File: config.mk
export PLATFORM = sky130hd
export DESIGN_NAME = dmem_arbiter
export DESIGN_NICKNAME = d
export VERILOG_FILES = /design/src/rtl/dmem_arbiter.sv
export SDC_FILE = /design/constraint.sdc
export NUM_CORES = 1
export LEC_CHECK = 0
export CORE_AREA = 2 2 123 125
export CTS_BUF_LIST = sky130_fd_sc_hd__clkbuf_4
export DETAILED_ROUTE_END_ITERATION = 16
export DIE_AREA = 0 0 125 127
export PLACE_DENSITY = 0.7
export REMOVE_ABC_BUFFERS = 1
export SYNTH_ARGS = -nofsm -noshare
export SYNTH_HDL_FRONTEND = slang
export SYNTH_SLANG_ARGS = --single-unit
File: constraint.sdc
create_clock -name i_clk -period 1.7 [get_ports i_clk]
set_input_delay 0.34 -clock i_clk [delete_from_list [all_inputs] [get_ports i_clk]]
set_output_delay 0.34 -clock i_clk [all_outputs]
set_load 0.01 [all_outputs]
File: src/rtl/dmem_arbiter.sv
// dmem_arbiter: shares one fixed-latency data-memory port between the CPU MEM
// stage and a debug/loader master. At most one transaction is in flight. It is
// issued in ISSUE, waits MEM_LAT cycles in WAIT, and is answered in RESP.
// Build option: define DMEM_ARB_RR_EN to use round-robin arbitration when both
// requesters are pending. When it is undefined, the CPU has fixed priority and
// DBG is forced to win after STARVE_MAX consecutive losses.
module dmem_arbiter #(
    parameter int ADDR_W     = 32,
    parameter int DATA_W     = 32,
    parameter int MEM_LAT    = 2,
    parameter int STARVE_MAX = 4
) (
    input  logic                i_clk,
    input  logic                i_rst,
    // CPU (pipeline MEM stage)
    input  logic                i_cpu_req,
    input  logic                i_cpu_wren,
    input  logic [ADDR_W-1:0]   i_cpu_addr,
    input  logic [DATA_W-1:0]   i_cpu_wdata,
    input  logic [DATA_W/8-1:0] i_cpu_be,
    output logic                o_cpu_gnt,
    output logic                o_cpu_rvalid,
    output logic [DATA_W-1:0]   o_cpu_rdata,
    output logic                o_cpu_stall,
    // DBG (debug / loader master)
    input  logic                i_dbg_req,
    input  logic                i_dbg_wren,
    input  logic [ADDR_W-1:0]   i_dbg_addr,
    input  logic [DATA_W-1:0]   i_dbg_wdata,
    input  logic [DATA_W/8-1:0] i_dbg_be,
    output logic                o_dbg_gnt,
    output logic                o_dbg_rvalid,
    output logic [DATA_W-1:0]   o_dbg_rdata,
    // Memory port
    output logic                o_mem_req,
    output logic                o_mem_wren,
    output logic [ADDR_W-1:0]   o_mem_addr,
    output logic [DATA_W-1:0]   o_mem_wdata,
    output logic [DATA_W/8-1:0] o_mem_be,
    input  logic [DATA_W-1:0]   i_mem_rdata
);

    localparam int CNT_W = (MEM_LAT > 1) ? $clog2(MEM_LAT) : 1;

    typedef enum logic [1:0] {
        S_IDLE  = 2'd0,
        S_ISSUE = 2'd1,
        S_WAIT  = 2'd2,
        S_RESP  = 2'd3
    } state_e;

    typedef enum logic {
        OWN_CPU = 1'b0,
        OWN_DBG = 1'b1
    } owner_e;

    state_e            state_q;
    owner_e            owner_q;
    logic [CNT_W-1:0]  wait_cnt_q;
    logic              wren_q;
    logic              cpu_rvalid_q;
    logic              dbg_rvalid_q;
    logic [DATA_W-1:0] cpu_rdata_q;
    logic [DATA_W-1:0] dbg_rdata_q;

`ifndef DMEM_ARB_RR_EN
    localparam int STV_W = (STARVE_MAX > 0) ? $clog2(STARVE_MAX + 1) : 1;
    logic [STV_W-1:0] starve_cnt_q;
    logic [STV_W-1:0] starve_cnt_d;
`endif

    logic   any_req;
    logic   pick_dbg;
    owner_e pick_owner;
    logic   issue_live;

    assign any_req    = i_cpu_req | i_dbg_req;
    assign pick_owner = pick_dbg ? OWN_DBG : OWN_CPU;

    // Arbitration winner (and starvation counter update) for an IDLE/RESP decision.
    always_comb begin
        // NOTE: every signal driven here gets a default first, so no path can infer a latch.
        pick_dbg = i_dbg_req;
`ifdef DMEM_ARB_RR_EN
        if (i_cpu_req && i_dbg_req) begin
            pick_dbg = (owner_q == OWN_CPU);
        end
`else
        starve_cnt_d = starve_cnt_q;
        if (i_cpu_req && i_dbg_req) begin
            pick_dbg = (starve_cnt_q == STV_W'(STARVE_MAX));
        end
        if (pick_dbg) begin
            starve_cnt_d = '0;
        end else if (i_dbg_req && (starve_cnt_q != STV_W'(STARVE_MAX))) begin
            starve_cnt_d = starve_cnt_q + 1'b1;
        end
`endif
    end

    // Issue stage: pass the owner's request fields straight to memory, unless the owner has withdrawn.
    always_comb begin
        issue_live  = 1'b0;
        o_mem_req   = 1'b0;
        o_mem_wren  = 1'b0;
        o_mem_addr  = '0;
        o_mem_wdata = '0;
        o_mem_be    = '0;
        if (state_q == S_ISSUE) begin
            if (owner_q == OWN_CPU) begin
                issue_live = i_cpu_req;
                if (i_cpu_req) begin
                    o_mem_wren  = i_cpu_wren;
                    o_mem_addr  = i_cpu_addr;
                    o_mem_wdata = i_cpu_wdata;
                    o_mem_be    = i_cpu_be;
                end
            end else begin
                issue_live = i_dbg_req;
                if (i_dbg_req) begin
                    o_mem_wren  = i_dbg_wren;
                    o_mem_addr  = i_dbg_addr;
                    o_mem_wdata = i_dbg_wdata;
                    o_mem_be    = i_dbg_be;
                end
            end
            o_mem_req = issue_live;
        end
    end

    assign o_cpu_gnt    = issue_live && (owner_q == OWN_CPU);
    assign o_dbg_gnt    = issue_live && (owner_q == OWN_DBG);
    assign o_cpu_rvalid = cpu_rvalid_q;
    assign o_dbg_rvalid = dbg_rvalid_q;
    assign o_cpu_rdata  = cpu_rdata_q;
    assign o_dbg_rdata  = dbg_rdata_q;
    // The stall is forced low while reset is asserted, so every output is 0 during reset.
    assign o_cpu_stall  = i_rst & i_cpu_req & ~cpu_rvalid_q;

    // Transaction sequencer: IDLE -> ISSUE -> WAIT x MEM_LAT -> RESP, with registered responses.
    always_ff @(posedge i_clk or negedge i_rst) begin
        if (!i_rst) begin
            state_q      <= S_IDLE;
            owner_q      <= OWN_CPU;
            wait_cnt_q   <= '0;
            wren_q       <= 1'b0;
            cpu_rvalid_q <= 1'b0;
            dbg_rvalid_q <= 1'b0;
            cpu_rdata_q  <= '0;
            dbg_rdata_q  <= '0;
`ifndef DMEM_ARB_RR_EN
            starve_cnt_q <= '0;
`endif
        end else begin
            // NOTE: state registers use non-blocking assignments so all of them update together at the edge.
            cpu_rvalid_q <= 1'b0;
            dbg_rvalid_q <= 1'b0;
            unique case (state_q)
                S_IDLE, S_RESP: begin
                    if (any_req) begin
                        state_q <= S_ISSUE;
                        owner_q <= pick_owner;
`ifndef DMEM_ARB_RR_EN
                        starve_cnt_q <= starve_cnt_d;
`endif
                    end else begin
                        state_q <= S_IDLE;
                    end
                end
                S_ISSUE: begin
                    if (issue_live) begin
                        wren_q     <= o_mem_wren;
                        wait_cnt_q <= CNT_W'(MEM_LAT - 1);
                        state_q    <= S_WAIT;
                    end else begin
                        state_q <= S_IDLE;
                    end
                end
                S_WAIT: begin
                    if (wait_cnt_q == '0) begin
                        state_q <= S_RESP;
                        if (owner_q == OWN_CPU) begin
                            cpu_rvalid_q <= 1'b1;
                            cpu_rdata_q  <= wren_q ? '0 : i_mem_rdata;
                        end else begin
                            dbg_rvalid_q <= 1'b1;
                            dbg_rdata_q  <= wren_q ? '0 : i_mem_rdata;
                        end
                    end else begin
                        wait_cnt_q <= wait_cnt_q - 1'b1;
                    end
                end
                default: state_q <= S_IDLE;
            endcase
        end
    end

endmodule
* Yosys cells after proc, flatten, opt, wreduce, memory -nomap -nowiden
Index checks and enable logic that the tools add are counted.
** Storage, ports and cells
- Bits in registers :: 74
- Bits in latches :: 0
- Memory bits (writable) :: 0
- Bits in read-only memories :: 0
- Output and inout bits :: 139
- Word-level logic and storage cells :: 74
- Memories :: 0
** Operators by class
- Add/sub/neg operators :: 2
- Multiply operators :: 0
- Divide/modulo/power cells :: 0
- Magnitude comparators :: 0
- Equal/unequal tests :: 7
- Shift-type cells :: 0
- Muxes and demuxes :: 36
- Bitwise gates (word level) :: 6
- Reductions and logical operators :: 14
** Operators by type and width (count)
- $mux W32 :: 9
- $mux W1 :: 17
- $mux W4 :: 4
- $reduce_and A3 Y1 :: 3
- $mux W3 :: 2
- $pmux W2 S3 :: 1
- $reduce_and A2 Y1 :: 3
- $eq A2 B2 Y1 const B :: 2
- $logic_and A1 B1 Y1 :: 4
- $mux W2 :: 2
- $ne A2 B2 Y1 const B :: 2
- $reduce_bool A2 Y1 :: 2
- $add A3 B1 Y3 const B :: 1
- $eq A3 B3 Y1 const B :: 1
- $ne A3 B3 Y1 const B :: 1
- $not A1 Y1 :: 3
- $and A1 B1 Y1 :: 2
- $eq A2 B1 Y1 const B :: 1
- $logic_not A2 Y1 :: 1
- $pmux W1 S2 :: 1
- $reduce_or A2 Y1 :: 1
- $or A1 B1 Y1 :: 1
- $sub A1 B1 Y1 const B :: 1

* Depth between registers and ports, before layout
Gate-level depths: netlist (run 1).
- Depth in word-level cells :: 4
- Depth in mapped cells :: 8

* Worst setup path before layout (run 1)
No wires, ideal clock.
- Kind :: reg2out
- Start point :: register state_q[0]
- End point :: output o_mem_wdata[13]
- Data arrival time :: 1393 ps
- Slack :: -33 ps
- Cell stages (with the launch flop) :: 7
- Path buffers :: 3
- Path through :: dfrtp_1 ha_1 and3_1 buf_2 buf_4 buf_4 a22o_1
** On the way
- Word-level cells in the longest chain between the ends :: 2
** Ends and longest elaborated chain
- start, declared :: line 57 : state_e state_q;
- start signal, assigned :: line 143 : state_q <= S_IDLE;
- start signal, assigned :: line 161 : state_q <= S_ISSUE;
- start signal, assigned :: line 167 : state_q <= S_IDLE;
- $eq A2 B1 Y1 :: line 109 : if (state_q == S_ISSUE) begin
- $mux W32 :: line 109
- end, declared :: line 38 : output logic [DATA_W-1:0] o_mem_wdata,
Every way passes these cells.

* Worst setup path after layout (run 1)
- Start point :: register state_q[0]
- End point :: output o_mem_be[2]
** On the way
- Word-level cells in the longest chain between the ends :: 2
** Ends and longest elaborated chain
- $eq A2 B1 Y1 :: line 109
- $mux W4 :: line 109
- end, declared :: line 39 : output logic [DATA_W/8-1:0] o_mem_be,
Every way passes these cells.

==> metrics.txt, run 1 <==
status=finished with violations; violated checks=setup timing; # nets final=894; first-pass GRT wire length=23600 um; synth unique cells=29; share of cells above drive strength 1=0.226; worst reg2reg path depth=8; Starting Density=0.262; fillers=1318; cts-stage hold buffer count=0; die width=125 um; peak supply drop=approximately 0.36 mV; Finished Cell Area=~7500 um2; hpwl dp=12800 um; Netlist Area Pre-Place=3770 um2; post-synthesis compound-gate area fraction=0.283; main combinational cell family by area after synthesis=compound AO/OA/AOI/OAI gates; Post-Synth Simple-Gate Area=0.144; Met3 Wirelength=~1300 um; mux cell area share after synthesis=0.00530; Setup-failing EPs final=95; num ports=313; R2R Setup Slk=-0.16 ns; Synth Register Bits=74; worst min-delay path class=in2async; R2R Path Start=state_q[0]$_DFFE_PN0P_; critical path cell sequence=ha_4 -> and3b_2 -> buf_12 -> buf_12 -> a22o_1 -> buf_2; CP Max Fanout=11; Die Ht=~130 um; Initial DRT Pass Iterations=6; Critical Path AT=just under 2 ns; initial antenna violation count=0; routed metal-1 wire length=6200 um; Least-Margin Pin Slew=0.934 ns; Final Slew Violations=0; CP Capture Type=primary output; initial drt markers=133; post-route setup slack=-0.629 ns; I/O Buffers=312; Synth Area in Adders=0.0133; Setup CP Type=reg2out; clk_skew=slightly below 0.008 ns; Period minus WS final=2.33 ns; DR top layer=met4; largest stage delay on the critical path=0.43 ns; Hold Violations, Final=0; Worst R2R End=wren_q$_DFFE_PN0P_; GPL Wtd Cong=0.948; met2 wire len=8300 um; RSZ-0062 raised after global routing=yes; maxcap violations=0; CTS sink cnt=74; Root Driver=clkbuf_4; Most common cell on crit path=buf_12; grt ovf=0; clock slew at reported path FFs=0.11 ns; CP max-delay cell=dfrtp_1; xor and xnor area share after synthesis=0; Total Routed Length=around 16000 um; vias in the first global route=4260; Max Buffers Root-to-Sink=2; Syn Area/Cell=between 9 and 10 um2; # rows=44; Mapped Cells=381; register area share after synthesis=0.491; die area=between 15000 and 20000 um2; Final Total Pwr=9.24 mW; Antenna Violating Nets Remaining=0; largest net degree at the start of global routing=75; Final period util=1.37; vias post-DR=4253; H-tree depth=3; vias per inst=4.70; total power per unit cell area=1230 nW/um2; Static Leak=between 3 and 4 nW; fmax=0.429 GHz; CTS Buf Count=9; antenna fix cells=0; Clock Latency Late Sink=0.42 ns; Layout area overhead=98.4%; slew margin rel.=0.378; crit start category=register; WL/cell=18.0 um; DR DRC count=0; overall global routing resource usage=0.191; dpl cell area=7260 um2; CTS tree=yes; CORE AREA=14400 um2; Synth Warn #=0; CP required=1.36 ns
[Yosys cell counts]
cell,n,share of area
dfrtp_1,74,0.49
nand2_1,72,0.072
a22o_1,70,0.16
o21ai_0,35,0.046
nand2b_1,34,0.056
o21ai_2,17,0.039
buf_2,16,0.021
o21ai_1,15,0.020
clkbuf_1,8,0.0080
buf_6,7,0.021
inv_1,7,0.0070
ha_1,4,0.013
buf_4,3,0.0060
mux2i_1,2,0.0053
nand3_1,2,0.0027
nor2_1,2,0.0020
a211oi_1,1,0.0020
a21boi_0,1,0.0020
a21o_1,1,0.0020
a311oi_1,1,0.0023
a32o_1,1,0.0027
and3_1,1,0.0017
and3b_1,1,0.0023
inv_2,1,0.00099
nand3b_1,1,0.0020
nor2_4,1,0.0030
o22ai_1,1,0.0017
o2bb2ai_1,1,0.0023
or3b_1,1,0.0023
[flip-flops by register name (all words and copies together), names as in the netlist]
register / flops
o_cpu_rdata: 32
o_cpu_rvalid: 1
o_dbg_rdata: 32
o_dbg_rvalid: 1
owner_q: 1
starve_cnt_q: 3
state_q: 2
wait_cnt_q: 1
wren_q: 1
[logic make-up after synthesis]
| kind of cell | count (synthesis) |
|---|---|
| buffers and inverters | 42 |
| AO/OA/AOI/OAI | 144 |
| flip-flops | 74 |
| multiplexers | 2 |
| AND/OR/NAND/NOR | 115 |
| adder cells (fa/ha/maj) | 4 |
[repair_timing]
item | in CTS | in global routing
cloned | 3 | 2
resized for setup | 373 | 53
endpoints found under the setup margin | 107 | 107
pin swaps | 48 | 4
setup buffers | 6 | 3
[cells in the final DEF, fill, tap and decap left out, types with 31 or more instances in the layout]
cell             count
a22o_1              66
clkdlybuf4s50_1    173
nand2_1             72
dfrtp_1             74
dlygate4sd2_1       33
dlymetal6s2s_1      32
o21ai_0             31
nand2b_1            34
buf_6               41
buf_2               44
[final cells by class]
type	instances	area, um2	share of cell area
Tap cell	184	230	0.0307
Multi-Input combinational cell	265	1730	0.232
Inverter	8	30.0	0.00401
Clock buffer	9	67.6	0.00902
Sequential cell	74	1850	0.247
Clock inverter	6	35.0	0.00468
Timing Repair Buffer	358	3540	0.473
[critical path: cells and delay by family (launching register included)]
| kind | cells | cell delay, ns |
|---|---|---|
| fa+ha+maj | 1 | 0.18 |
| compound gates | 1 | 0.23 |
| buf+inv | 3 | 0.45 |
| simple gates | 1 | 0.27 |
| flops | 1 | 0.43 |
[power by group]
part,total [mW],leakage (nW),internal (mW),switching (mW)
Clock,0.879,0.0573,0.281,0.597
Combinational,5.59,2.69,3.08,2.52
Sequential,2.77,0.724,2.39,0.377
[stage by stage]
| step | TNS, ns | setup WS (ns) | hold slack (ns) | instances | utilization |
|---|---|---|---|---|---|
| after global placement | -49.33 | -0.737 | 0.460 | 876 | 0.504 |
| after detailed placement | -49.20 | -0.733 | 0.467 | 876 | 0.504 |
| after floorplan | -111.10 | -1.01 | 0.0444 | 347 | - |
| after global routing | -50.90 | -0.718 | 0.205 | 904 | 0.519 |
| after CTS | -45.07 | -0.708 | 0.164 | 900 | 0.506 |
| final | -42.09 | -0.629 | 0.133 | 904 | 0.519 |
[routing by layer]
metal  vias to the layer above  GRT usage
met1                      1988      0.215
met2                       202      0.342
met5                         -          0
li1                       2030          -
met4                         0     0.0660
met3                        33     0.0616
[how the worst max path moves through the flow]
stage | end | cells after the start | from | slack, ns
2_1_floorplan | o_mem_wren | 4 | state_q[1]$_DFFE_PN0P_ | -1.01
3_3_place_gp | o_mem_addr[2] | 6 | i_dbg_req | -0.74
3_5_place_dp | o_mem_addr[2] | 6 | i_dbg_req | -0.73
4_1_cts | o_mem_addr[20] | 8 | state_q[1]$_DFFE_PN0P_ | -0.71
5_1_grt | o_mem_wdata[13] | 6 | state_q[0]$_DFFE_PN0P_ | -0.72
6_report | o_mem_be[2] | 6 | state_q[0]$_DFFE_PN0P_ | -0.63
(Power assumes the default switching activity.)
==> inputs of run 2 (changes only) <==
==> constraint.sdc (replaced) <==
create_clock -name i_clk -period 1.7 [get_ports i_clk]
set_input_delay 0.34 -clock i_clk [delete_from_list [all_inputs] [get_ports i_clk]]
set_output_delay 0.34 -clock i_clk [all_outputs]
set_load 0.005 [all_outputs]
==> metrics.txt, run 2 (synthesized netlist as in run 1, its figures left out) <==
Final Slew Violations=0 (unchanged); hold slack=0.111 ns (-0.0219 ns); non-filler instance count after layout=949 (+5.0%); CORE AREA=14400 um2 (unchanged); Die Ht=127 um (unchanged); met3 usage=0.0678 (+0.00628); Crit. Startpoint=state_q[0]$_DFFE_PN0P_; antenna fix cells=0 (unchanged); CP delay by family, top=buffers and inverters; R2R Setup Slk=-0.22 ns (-0.06 ns); vias per inst=4.85 (+3.1%); met2 usage=0.363 (+0.0211); CTS sink cnt=74 (unchanged); clock slew at reported path FFs=0.13 ns (+0.02 ns); violated checks=setup timing; critical path cell sequence=ha_4 -> and3b_2 -> buf_12 -> buf_16 -> buf_6 -> a22o_1 -> buf_2; fillers=1246 (-5.5%); most common cell after layout, fill and taps aside=clkdlybuf4s50_1; Finished Cell Area=8160 um2 (+9.0%); share of cells above drive strength 1=0.285 (+0.0586); Starting Density=0.262 (unchanged); GPL Wtd Cong=0.960 (+1.2%); die width=125 um (unchanged); hpwl dp=13000 um (+1.5%); CP Depth=7 (+1); Layout area overhead=116%; CP max-delay cell=dfrtp_1; RSZ-0062 raised after global routing=yes; CTS Buf Count=9 (unchanged); worst min-delay path class=in2async; initial drt markers=199 (+50%); I/O Buffers=312 (unchanged); commonest cells after routing, fill and taps aside=192 x clkdlybuf4s50_1, 74 x dfrtp_1, 69 x a22o_1, 63 x buf_2, 61 x nand2_1; total power per unit cell area=1230 nW/um2 (about the same); WL/cell=20.1 um (+12%); Critical Path AT=2.06 ns (+0.07 ns); Buffers & Inverters on Critical Path=4 (+1); final core occ=0.566 (+0.0465); register area=1850 um2 (unchanged); slew margin rel.=0.376 (-0.00186); Final period util=1.41 (+0.0434); DR DRC count=0 (unchanged); grt ovf=0 (unchanged); vias in the first global route=4537 (+6.5%); largest stage delay on the critical path=0.45 ns (+0.02 ns); Most Crowded Layer GR=met2; overall global routing resource usage=0.206 (+0.0147); cts-stage hold buffer count=0 (unchanged); dpl cell area=7260 um2 (unchanged); R2R Path Start=state_q[0]$_DFFE_PN0P_; worst reg2reg path depth=8 (unchanged); Clock Latency Late Sink=0.45 ns (+0.03 ns); post-route setup slack=-0.703 ns (-0.0738 ns); CTS tree=yes; CP Max Fanout=6 (-5); largest net degree at the start of global routing=75 (unchanged); vias post-DR=4603 (+8.2%); Setup CP Type=reg2out; Setup-failing EPs final=130 (+37%); Hold Violations, Final=0 (unchanged); fmax=0.416 GHz (-3.1%); status=finished with violations; num ports=313 (unchanged); # nets final=938 (+4.9%); CP required=1.36 ns (about the same); peak supply drop=0.419 mV (+17%); die area=15900 um2 (unchanged); H-tree depth=3 (unchanged); CP Capture Type=primary output; maxcap violations=0 (unchanged); clk_skew=0.00904 ns (+0.00115 ns); GR Util met1=0.221 (+0.00667); initial antenna violation count=0 (unchanged); Initial DRT Pass Iterations=4 (-2); # rows=44 (unchanged); multi-input logic area=1760 um2 (+1.4%); crit start category=register; placed cells=876 (unchanged); Max Buffers Root-to-Sink=2 (unchanged); Static Leak=3.85 nW (+11%); first-pass GRT wire length=25300 um (+7.4%); Least-Margin Pin Slew=0.936 ns (+0.00278 ns); Root Driver=clkbuf_4; Total Routed Length=19100 um (+17%); Antenna Violating Nets Remaining=0 (unchanged); Period minus WS final=2.40 ns (+0.0738 ns)
==> run 2: cell types whose count changed in the layout (fill, tap and decap cells not counted), sizes merged <==
cell	previous run	this run
clkinvlp	2	0
inv	8	9
dlygate4sd2	33	12
bufbuf	0	1
dlymetal6s2s	32	35
bufinv	0	3
buf	118	151
clkbuf	11	20
clkinv	4	3
clkdlybuf4s50	173	192
==> run 2: worst paths after layout <==
kind                                          endpoint
max                                     o_mem_addr[20]
min                         o_cpu_rdata[7]$_DFFE_PN0P_
max reg2reg                 o_cpu_rdata[1]$_DFFE_PN0P_
min reg2reg                o_cpu_rdata[14]$_DFFE_PN0P_
max in group asynchronous   o_dbg_rdata[5]$_DFFE_PN0P_
min in group i_clk         o_cpu_rdata[29]$_DFFE_PN0P_
==> run 2: metrics by stage <==
step	setup TNS (ns)	setup WS [ns]	total power [mW]
after floorplan	-105.71	-0.941	4.58
after global placement	-47.24	-0.706	7.91
after detailed placement	-47.35	-0.725	8.07
after CTS	-44.60	-0.706	9.70
after global routing	-54.21	-0.746	10.6
final	-49.12	-0.703	10.1
==> run 2: cell type report <==
type / instances / area share
well taps: 184 / 0.0282
inverters: 8 / 0.00399
multi-input cells: 265 / 0.216
flip-flops and latches: 74 / 0.227
clock inverters: 7 / 0.0143
repair buffers: 402 / 0.503
clock buffers: 9 / 0.00828
==> run 2: report_power, final <==
group          switching, mW  internal (mW)
registers              0.418           2.39
clock network          0.664          0.744
logic                   2.32           3.52
==> run 2: metal layers <==
| layer | routed length [um] | vias to the layer above |
|---|---|---|
| met3 | 1560 | 44 |
| met4 | 755 | 0 |
| li1 | - | 2130 |
| met1 | 6740 | 2192 |
| met2 | 10100 | 237 |
| met5 | 0 | - |
==> run 2: timing repair <==
| action | 4_1_cts | 5_1_grt |
|---|---|---|
| gates cloned | 8 | 15 |
| buffers inserted | 13 | 26 |
| resized for setup | 326 | 95 |
| setup endpoints to repair | 88 | 174 |
| pin swaps | 43 | 10 |
